$ cat config.mk
export PLATFORM = sky130hd
export DESIGN_NAME = io_port_bridge
export DESIGN_NICKNAME = d
export VERILOG_FILES = /design/src/rtl/io_bridge_pkg.sv /design/src/rtl/sync_fifo.sv /design/src/rtl/io_port_bridge.sv
export SDC_FILE = /design/constraint.sdc
export NUM_CORES = 1
export LEC_CHECK = 0
export BUFFER_PORTS_ARGS = -buffer_cell sky130_fd_sc_hd__buf_2
export CAP_MARGIN = 20
export CORE_MARGIN = 1
export CORE_UTILIZATION = 45
export DETAILED_ROUTE_END_ITERATION = 10
export MAX_ROUTING_LAYER = met4
export PLACE_DENSITY = 0.66
export SYNTH_ARGS = -nofsm -noshare
export SYNTH_HDL_FRONTEND = slang
export SYNTH_HIERARCHICAL = 1
export SYNTH_SLANG_ARGS = --single-unit
$ cat constraint.sdc
create_clock -name clock -period 7.76 [get_ports clock]
set_input_delay 1.552 -clock clock [delete_from_list [all_inputs] [get_ports clock]]
set_output_delay 1.552 -clock clock [all_outputs]
set_load 0.02 [all_outputs]
$ cat src/rtl/io_bridge_pkg.sv
// Shared definitions for the host <-> processor I/O port bridge.
//   WIDTH_DEFAULT  : default data word width (matches processor read_in/write_out)
//   bridge_state_e : bridge control FSM encoding (RUN / FLUSH)
package io_bridge_pkg;

    localparam int WIDTH_DEFAULT = 16;

    typedef enum logic {
        ST_RUN   = 1'b0,
        ST_FLUSH = 1'b1
    } bridge_state_e;

endpackage

$ cat src/rtl/sync_fifo.sv
// Synchronous FIFO with no fall-through. A pushed word becomes visible on dout
// after the push edge. dout reads as 0 while the FIFO is empty.
// Ports:
//   clock, rst   : rising-edge clock, asynchronous active-low reset
//   push, din    : write request and data (ignored when full unless popping too)
//   pop          : read request (ignored when empty)
//   flush        : empties the FIFO on the next edge; overrides push/pop
//   dout         : head word, 0 when empty
//   full, empty  : occupancy flags derived from the registered count
//   count        : number of stored words, 0..DEPTH
module sync_fifo #(
    parameter int WIDTH = 16,
    parameter int DEPTH = 4,
    localparam int AW = $clog2(DEPTH)
) (
    input  logic             clock,
    input  logic             rst,
    input  logic             push,
    input  logic             pop,
    input  logic             flush,
    input  logic [WIDTH-1:0] din,
    output logic [WIDTH-1:0] dout,
    output logic             full,
    output logic             empty,
    output logic [AW:0]      count
);

    localparam logic [AW:0] FULL_COUNT = DEPTH[AW:0];

    logic [WIDTH-1:0] mem_q [DEPTH];
    logic [AW-1:0]    wr_ptr_q, wr_ptr_d;
    logic [AW-1:0]    rd_ptr_q, rd_ptr_d;
    logic [AW:0]      count_q, count_d;
    logic             do_push, do_pop;

    assign full  = (count_q == FULL_COUNT);
    assign empty = (count_q == '0);
    assign count = count_q;
    assign dout  = empty ? '0 : mem_q[rd_ptr_q];

    // A push into a full FIFO is only safe when a pop frees a slot on the same edge.
    assign do_pop  = pop && !empty;
    assign do_push = push && (!full || do_pop);

    // Pointers wrap naturally because DEPTH is a power of two.
    always_comb begin
        wr_ptr_d = wr_ptr_q;
        rd_ptr_d = rd_ptr_q;
        count_d  = count_q;
        if (flush) begin
            wr_ptr_d = '0;
            rd_ptr_d = '0;
            count_d  = '0;
        end else begin
            if (do_push) wr_ptr_d = wr_ptr_q + 1'b1;
            if (do_pop)  rd_ptr_d = rd_ptr_q + 1'b1;
            case ({do_push, do_pop})
                2'b10:   count_d = count_q + 1'b1;
                2'b01:   count_d = count_q - 1'b1;
                default: count_d = count_q;
            endcase
        end
    end

    always_ff @(posedge clock or negedge rst) begin
        if (!rst) begin
            wr_ptr_q <= '0;
            rd_ptr_q <= '0;
            count_q  <= '0;
        end else begin
            wr_ptr_q <= wr_ptr_d;
            rd_ptr_q <= rd_ptr_d;
            count_q  <= count_d;
        end
    end

    // Storage is not reset: its contents are meaningless while count is 0.
    always_ff @(posedge clock) begin
        if (do_push && !flush) begin
            mem_q[wr_ptr_q] <= din;
        end
    end

endmodule

$ cat src/rtl/io_port_bridge.sv
// Host-side bridge for the load_store processor's I/O port.
// Host words are buffered in an input FIFO whose head drives read_in; processor
// write_out words are captured in an output FIFO that the host drains.
// Ports:
//   clock, rst                                 : clock, asynchronous active-low reset
//   host_in_data/valid/ready                   : host -> input FIFO (valid/ready)
//   host_out_data/valid/ready                  : output FIFO -> host (valid/ready)
//   read_in, in_avail, in_ack                  : input FIFO head to processor, pop strobe
//   write_out, out_we, out_space               : processor write strobe into output FIFO
//   err_overflow, err_underflow, clr_err       : sticky error flags and their clear;
//                                                clr_err held 2+ cycles flushes both FIFOs
module io_port_bridge
    import io_bridge_pkg::*;
#(
    parameter int WIDTH = WIDTH_DEFAULT,
    parameter int DEPTH = 4,
    localparam int AW = $clog2(DEPTH)
) (
    input  logic             clock,
    input  logic             rst,
    input  logic [WIDTH-1:0] host_in_data,
    input  logic             host_in_valid,
    output logic             host_in_ready,
    output logic [WIDTH-1:0] host_out_data,
    output logic             host_out_valid,
    input  logic             host_out_ready,
    output logic [WIDTH-1:0] read_in,
    output logic             in_avail,
    input  logic             in_ack,
    input  logic [WIDTH-1:0] write_out,
    input  logic             out_we,
    output logic             out_space,
    output logic             err_overflow,
    output logic             err_underflow,
    input  logic             clr_err
);

    bridge_state_e state_q, state_d;
    logic          clr_hold_q, clr_hold_d;
    logic          err_overflow_q, err_overflow_d;
    logic          err_underflow_q, err_underflow_d;

    logic          in_full, in_empty, out_full, out_empty;
    logic [AW:0]   in_count, out_count;
    logic          in_push, in_pop, out_push, out_pop;
    logic          flush;
    logic          unused_counts;

    // Fill levels are not needed at this level; the flags carry all decisions.
    assign unused_counts = ^{in_count, out_count};

    // Input path: a pop at full frees a slot for a host push on the same edge.
    // Ready is held low in reset and during the flush cycle so no word is lost.
    assign in_pop        = in_ack && !in_empty;
    assign host_in_ready = rst && (state_q == ST_RUN) && (!in_full || in_pop);
    assign in_push       = host_in_valid && host_in_ready;
    assign in_avail      = !in_empty;

    // Output path: space is judged on registered occupancy only, so a write
    // at full is dropped even if the host pops on the same edge.
    assign out_space      = rst && !out_full;
    assign out_push       = out_we && !out_full;
    assign host_out_valid = !out_empty;
    assign out_pop        = host_out_valid && host_out_ready;

    sync_fifo #(.WIDTH(WIDTH), .DEPTH(DEPTH)) u_in_fifo (
        .clock (clock),
        .rst   (rst),
        .push  (in_push),
        .pop   (in_pop),
        .flush (flush),
        .din   (host_in_data),
        .dout  (read_in),
        .full  (in_full),
        .empty (in_empty),
        .count (in_count)
    );

    sync_fifo #(.WIDTH(WIDTH), .DEPTH(DEPTH)) u_out_fifo (
        .clock (clock),
        .rst   (rst),
        .push  (out_push),
        .pop   (out_pop),
        .flush (flush),
        .din   (write_out),
        .dout  (host_out_data),
        .full  (out_full),
        .empty (out_empty),
        .count (out_count)
    );

    // A new error on the same edge as clr_err wins over the clear.
    always_comb begin
        err_overflow_d  = err_overflow_q;
        err_underflow_d = err_underflow_q;
        if (clr_err) begin
            err_overflow_d  = 1'b0;
            err_underflow_d = 1'b0;
        end
        if (out_we && out_full)  err_overflow_d  = 1'b1;
        if (in_ack && in_empty)  err_underflow_d = 1'b1;
    end

    assign err_overflow  = err_overflow_q;
    assign err_underflow = err_underflow_q;

    // clr_hold_q remembers that clr_err was high last cycle, so a second
    // consecutive cycle is recognised as a flush request.
    assign clr_hold_d = clr_err;

    always_ff @(posedge clock or negedge rst) begin
        if (!rst) begin
            state_q         <= ST_RUN;
            clr_hold_q      <= 1'b0;
            err_overflow_q  <= 1'b0;
            err_underflow_q <= 1'b0;
        end else begin
            state_q         <= state_d;
            clr_hold_q      <= clr_hold_d;
            err_overflow_q  <= err_overflow_d;
            err_underflow_q <= err_underflow_d;
        end
    end

    always_comb begin
        state_d = state_q;
        case (state_q)
            ST_RUN:   if (clr_err && clr_hold_q) state_d = ST_FLUSH;
            ST_FLUSH: state_d = ST_RUN;
            default:  state_d = ST_RUN;
        endcase
    end

    always_comb begin
        flush = (state_q == ST_FLUSH);
    end

endmodule

Word-level counts from Yosys, hierarchy flattened
Memories as Yosys holds them, arrays and structs flattened.
Cells that the tools add are included.
Widths: inputs -> output; s select.
{ "word_totals": {"inputBits": 39, "memories": 2, "ff_bits": 18, "mem_bits_rw": 128, "elab_cells": 84} }
{ "memory_table": {"columns": ["name", "words", "width", "read_ports", "rd_clocked_by_memory_dff", "write_ports", "line", "rtl"], "rows": [
  ["u_in_fifo.mem_q", 4, 16, 1, 0, 1, "sync_fifo.sv:30", "logic [WIDTH-1:0] mem_q [DEPTH];"],
  ["u_out_fifo.mem_q", 4, 16, 1, 0, 1, "sync_fifo.sv:30", null]
]} }
{ "classes": {"n_eq_ne": 6, "n_reduce_logical": 34, "addsub": 8, "n_mux": 23, "bitwise_logic": 1} }
{ "ops": {"columns": ["operator", "n"], "rows": [
  ["$mux 16", 2],
  ["$logic_and 1x1->1", 16],
  ["$mux 2", 8],
  ["$pmux 3 s2", 2],
  ["$reduce_bool 2->1", 6],
  ["$add 2x1->2 const B", 4],
  ["$mux 1", 8],
  ["$add 3x1->3 const B", 2],
  ["$eq 3x3->1 const B", 2],
  ["$logic_not 3->1", 2],
  ["$mux 3", 2],
  ["$reduce_bool 3->1", 2],
  ["$sub 3x1->3 const B", 2],
  ["$logic_not 1->1", 5],
  ["$eq 2x1->1 const B", 2],
  ["$eq 2x2->1 const B", 2],
  ["$logic_or 1x1->1", 3],
  ["$pmux 1 s2", 1],
  ["$not 1->1", 1]
]} }

Longest topological paths before layout
{ "depth": {"depth_word": 10, "ltp_mapped": 11, "depth_no_buf": 8} }

By module
The synthesis kept the hierarchy.
{ "modules_own_cells": {"columns": ["module", "n_inst", "seq_area_each_um2", "cells_each", "area_each_um2"], "rows": [
  ["sync_fifo at u_out_fifo", 1, 2097.0, 166, 3106.7],
  ["sync_fifo at u_in_fifo", 1, 2097.0, 163, 2979.1],
  ["io_port_bridge", 1, 100.1, 23, 203.9]
]} }

Worst setup path before layout
No wires, ideal clock.
{ "synth_path": {"kind": "input to register", "start": "input port rst", "end": "memory u_in_fifo.mem_q[0][0], enable pin", "required_ps": 7347, "setup_ps": 413, "path_buffers": 1, "t_arrival_ps": 3467, "slack_ps": 3880, "cell_stages": 5, "path_cell_list": "nand2b_1 a211oi_2 buf_2 o21ai_0 nor3b_1"} }
{ "synth_between": {"elab_chain_cells": 7} }
{ "synth_rtl": {"columns": ["element", "line", "rtl"], "rows": [
  ["start, declared", "io_port_bridge.sv:20", "input logic rst,"],
  ["$logic_and 1x1->1 (2 in series)", "io_port_bridge.sv:55", "assign host_in_ready = rst && (state_q == ST_RUN) && (!in_full || in_pop);"],
  ["$logic_and 1x1->1", "io_port_bridge.sv:56", "assign in_push = host_in_valid && host_in_ready;"],
  ["named net in_push", "io_port_bridge.sv:45", "logic in_push, in_pop, out_push, out_pop;"],
  ["$logic_and 1x1->1", "sync_fifo.sv:43", "assign do_push = push && (!full || do_pop);"],
  ["$logic_and 1x1->1", "sync_fifo.sv:79", "if (do_push && !flush) begin"],
  ["$mux 1", "sync_fifo.sv:79", null],
  ["$mux 1 (implied by the code)", "sync_fifo.sv:80", "mem_q[wr_ptr_q] <= din;"],
  ["end, declared", "sync_fifo.sv:30", null]
]} }
The timed path passes the listed nets, and every way through them passes these cells.

Final worst setup path
{ "layout_path": {"start": "input port rst", "end": "output port host_in_ready"} }
{ "layout_between": {"elab_chain_cells": 2} }
{ "layout_rtl": {"columns": ["element", "line", "rtl"], "rows": [
  ["$logic_and 1x1->1 (2 in series)", "io_port_bridge.sv:55", null],
  ["end, declared", "io_port_bridge.sv:23", "output logic host_in_ready,"]
]} }
No other way between the ends.

==> results.txt <==
The run finished with clean final reports. The endpoint identified for the worst register-to-register timing path is u_out_fifo/mem_q[0][12]$_DFFE_PP_. The summed area of non-filler cells in the final layout came out at approximately 7500 sq um. The critical path ends at host_in_ready. The number of antenna violations at the first check in global routing was 1. 77 I/O pins were placed.

The library cell used most frequently in the layout, excluding fill and tap cells, is edfxtp_1. The count of nets left with antenna violations once routing finished came out at 0. The most used flip-flop cell after synthesis is edfxtp_1. The first-pass iteration count of the detailed router is 5. The clock latency of the later-clocked register in the worst-skew pair came out at roughly 420 ps. The area of the die came out at between 10000 and 15000 sq um. The wire length reported by the detailed router is 11.02 mm. The post-synthesis average cell area is 17.87 sq um. The proportion of power drawn by flip-flops and latches is between 30% and 40%. The worst clock skew on the final layout is 7.757 ps.

Timing would allow up to 253.4 MHz. Dividing total power by cell area gives a power density of between 300 and 400 nW/um^2. The worst hold path begins at clr_hold_q$_DFF_PN0_. In the synthesized netlist the async set-or-reset flop fraction comes to 12.33%. The logic gate share of total power came out at 30.8%. TritonCTS built the clock tree. The H-tree was split into 4 levels. Once the clock tree was built, the setup fixing pass inserted 0 buffers. The maximum number of pins on one net before global-route repair came out at 24. The leakage dissipation came out at ~2.8 nW. The first-pass GRT wire length is 17.38 mm.

The top-area cell type share of the netlist area came out at between 60% and 70%. The total grt overflow is 0. The number of DRC violations after detailed-routing iteration 0 is 250. In this run, synthesis produced a sequential element count of around 150. The area after detailed placement came out at between 6000 and 7000 sq um. The number of max-cap violations is 0.

The slew at the pin with the worst max-slew slack came out at around 880 ps. The distinct cell type count of the synthesized netlist came out at between 50 and 60. The overall die height came out at about 120 um. The area of the core came out at around 13000 sq um. Of all nets on the critical path, the largest fanout is 20. The floorplan row count is 42. The minimum hold slack is between 400 and 500 ps.

In this run the clock root is driven by a clkbuf_16. Summed over all failing endpoints, the final setup total negative slack is 0 ps. The total DRC errors in the routed layout is 0. The placer's final routability congestion estimate came out at around 0.73. The final setup violation count is 0. Ranked by total cell area, the synthesized netlist is headed by edfxtp_1 61%, mux4_2 11%, dfrtp_1 7.2%, nor2b_1 2.6%, nor2b_4 1.8%. The synthesized netlist cell count came out at 352.

Setup repair after global routing left no endpoint under its margin. The starting density of the core came out at between 40% and 50%. The number of flops mapped to enable cells by yosys came out at roughly 130.

The internal portion of the total power is 1.838 mW. The net switching power of the design is 0.8817 mW. When the netlist entered floorplanning its net count stood at about 400. Data on the critical path arrives at its endpoint at around 2400 ps. For the worst setup path, the data required time is roughly 6200 ps. The width of the die came out at 120.2 um.

The clock edge transition at the registers on the reported setup and hold paths came out at ~60 ps. The worst ir drop on vdd came out at approximately 200 uV. Of the cells placed in the final design, the portion with a size suffix greater than 1 is a little under two fifths. The HPWL after detailed placement came out at 6.838 mm. The multi-input logic area is 1827 sq um. The number of hold violations in the final report came out at 0.

The netlist area before placement is approximately 6300 sq um. STA classifies the critical path endpoint as an output port. The library cells used most frequently in the layout, excluding fill and tap cells, are 128 x edfxtp_1, 76 x buf_2, 30 x mux4_2. Dividing the detail-routed wire length by the instance count gives 17.60 um.

The minimum setup slack among reg-to-reg paths came out at between 4000 and 5000 ps. The flip-flop and latch area came out at about 4300 sq um. The smallest clock period supported by the final layout is computed as 3946 ps. The worst register-to-register path has a depth of 6. The path class of the tightest hold or removal check is flop to flop. The number of hold buffers added after cts is 0. The number of input and output port buffers inserted is between 70 and 80. The number of warnings printed during yosys synthesis is 6. The global-route total usage across every layer is between 15 and 20%. The max-slew violation count is 0. The fraction of the yosys area taken by sequential cells is 68.27%. The worst setup path is launched from a primary input.

The layout-stage area growth over the synthesis result came out at 19.10%. The clock share of power is 29.8%. The number of vias in the routed layout is between 3000 and 4000. The source of the worst register-to-register timing path is u_out_fifo/count[0]$_DFFE_PN0P_. After filler insertion, the fill cell instance count of the layout stands at approximately 1100. edfxtp_1 takes more of the synthesized area than any other cell.

The via-per-instance ratio is approximately 5.2. The critical setup path kind is primary input to output port. TritonCTS created 17 clock buffers. The number of global-route vias before repair was approximately 3400. Headroom to the max-slew limit came out at 41.24%. In this run the worst setup path begins at rst. The clock sink total came out at 146. The layout net count came out at slightly below 500. In this run, post-CTS repair resized a total of 0 instances. The period utilization is between 50 and 60%. The buffer depth of the longest clock path is 2. The net switching fraction of the power is approximately a third.
registers in the layout (all words and copies together) (netlist names):
| signal | flops |
|---|---|
| u_in_fifo/mem_q | 64 |
| u_out_fifo/count | 3 |
| u_out_fifo/rd_ptr_q | 2 |
| u_in_fifo/count | 3 |
| u_out_fifo/mem_q | 64 |
| clr_hold_q | 1 |
| err_overflow | 1 |
| flush | 1 |
| u_in_fifo/rd_ptr_q | 2 |
| err_underflow | 1 |
| u_in_fifo/wr_ptr_q | 2 |
| u_out_fifo/wr_ptr_q | 2 |
how the worst min path moves through the flow:
| stage | endpoint | slack (ps) | cells after the start |
|---|---|---|---|
| finish | flush$_DFF_PN0_ | 490 | 2 |
| global route | flush$_DFF_PN0_ | 520 | 2 |
| CTS | flush$_DFF_PN0_ | 500 | 2 |
| detailed placement | flush$_DFF_PN0_ | 480 | 2 |
| global placement | flush$_DFF_PN0_ | 470 | 2 |
| floorplan | flush$_DFF_PN0_ | 450 | 2 |
cell type report:
cell class / count / area share (%)
Antenna cell: 1 / 0.03341
Clock buffer: 17 / 5.679
Clock inverter: 15 / 2.322
Inverter: 16 / 0.8017
Multi-Input combinational cell: 170 / 24.39
Sequential cell: 146 / 57.32
Tap cell: 176 / 2.940
Timing Repair Buffer: 85 / 6.514
power by group through the flow:
stage / clock [mW] / combinational, mW / sequential [mW]
CTS: 0.826 / 0.824 / 1.09
floorplan: 0 / 0.672 / 1.02
detailed placement: 0 / 0.820 / 1.10
global placement: 0 / 0.786 / 1.10
finish: 0.811 / 0.837 / 1.07
global route: 0.856 / 0.907 / 1.09
critical path, stage by stage:
cell	delay [ps]
buf_2	370
nand2b_1	150
a21oi_1	130
buf_2	180
stage by stage:
stage	setup WS (ps)	power [mW]	util (%)	cells
global placement	3643	1.890	50.80	591
detailed placement	3554	1.923	51.00	592
CTS	3659	2.736	55.46	624
global route	3677	2.853	55.68	626
finish	3814	2.719	55.68	626
floorplan	3880	1.694	-	352
synthesized netlist by cell type (5+ instances only):
master,count
ha_1,8
edfxtp_1,128
nor2_1,12
inv_1,16
nor3b_1,5
mux4_2,30
xor2_1,5
nand2_1,5
nor2b_4,8
nor2b_1,26
and2_1,5
buf_4,6
dfrtp_1,18
buf_2,9
layer usage:
| metal | global-route usage, % | wire (um) | up-vias |
|---|---|---|---|
| li1 | - | - | 1530 |
| met2 | 25.75 | 5361 | 85 |
| met4 | 6.250 | 104 | 0 |
| met5 | - | 0 | - |
| met3 | 6.226 | 601 | 9 |
| met1 | 21.35 | 4949 | 1644 |
cell families after synthesis:
family	Yosys count	synth area share, %
DFF	146	68.27
and+or+nand+nor	86	9.529
buffers and inverters	36	3.183
muxes	35	12.13
AOI/OAI and AO/OA	33	3.819
adders and majority gates	10	2.228
xor gates and xnor gates	6	0.8355
Note: power is estimated with default switching activity, not from simulation.
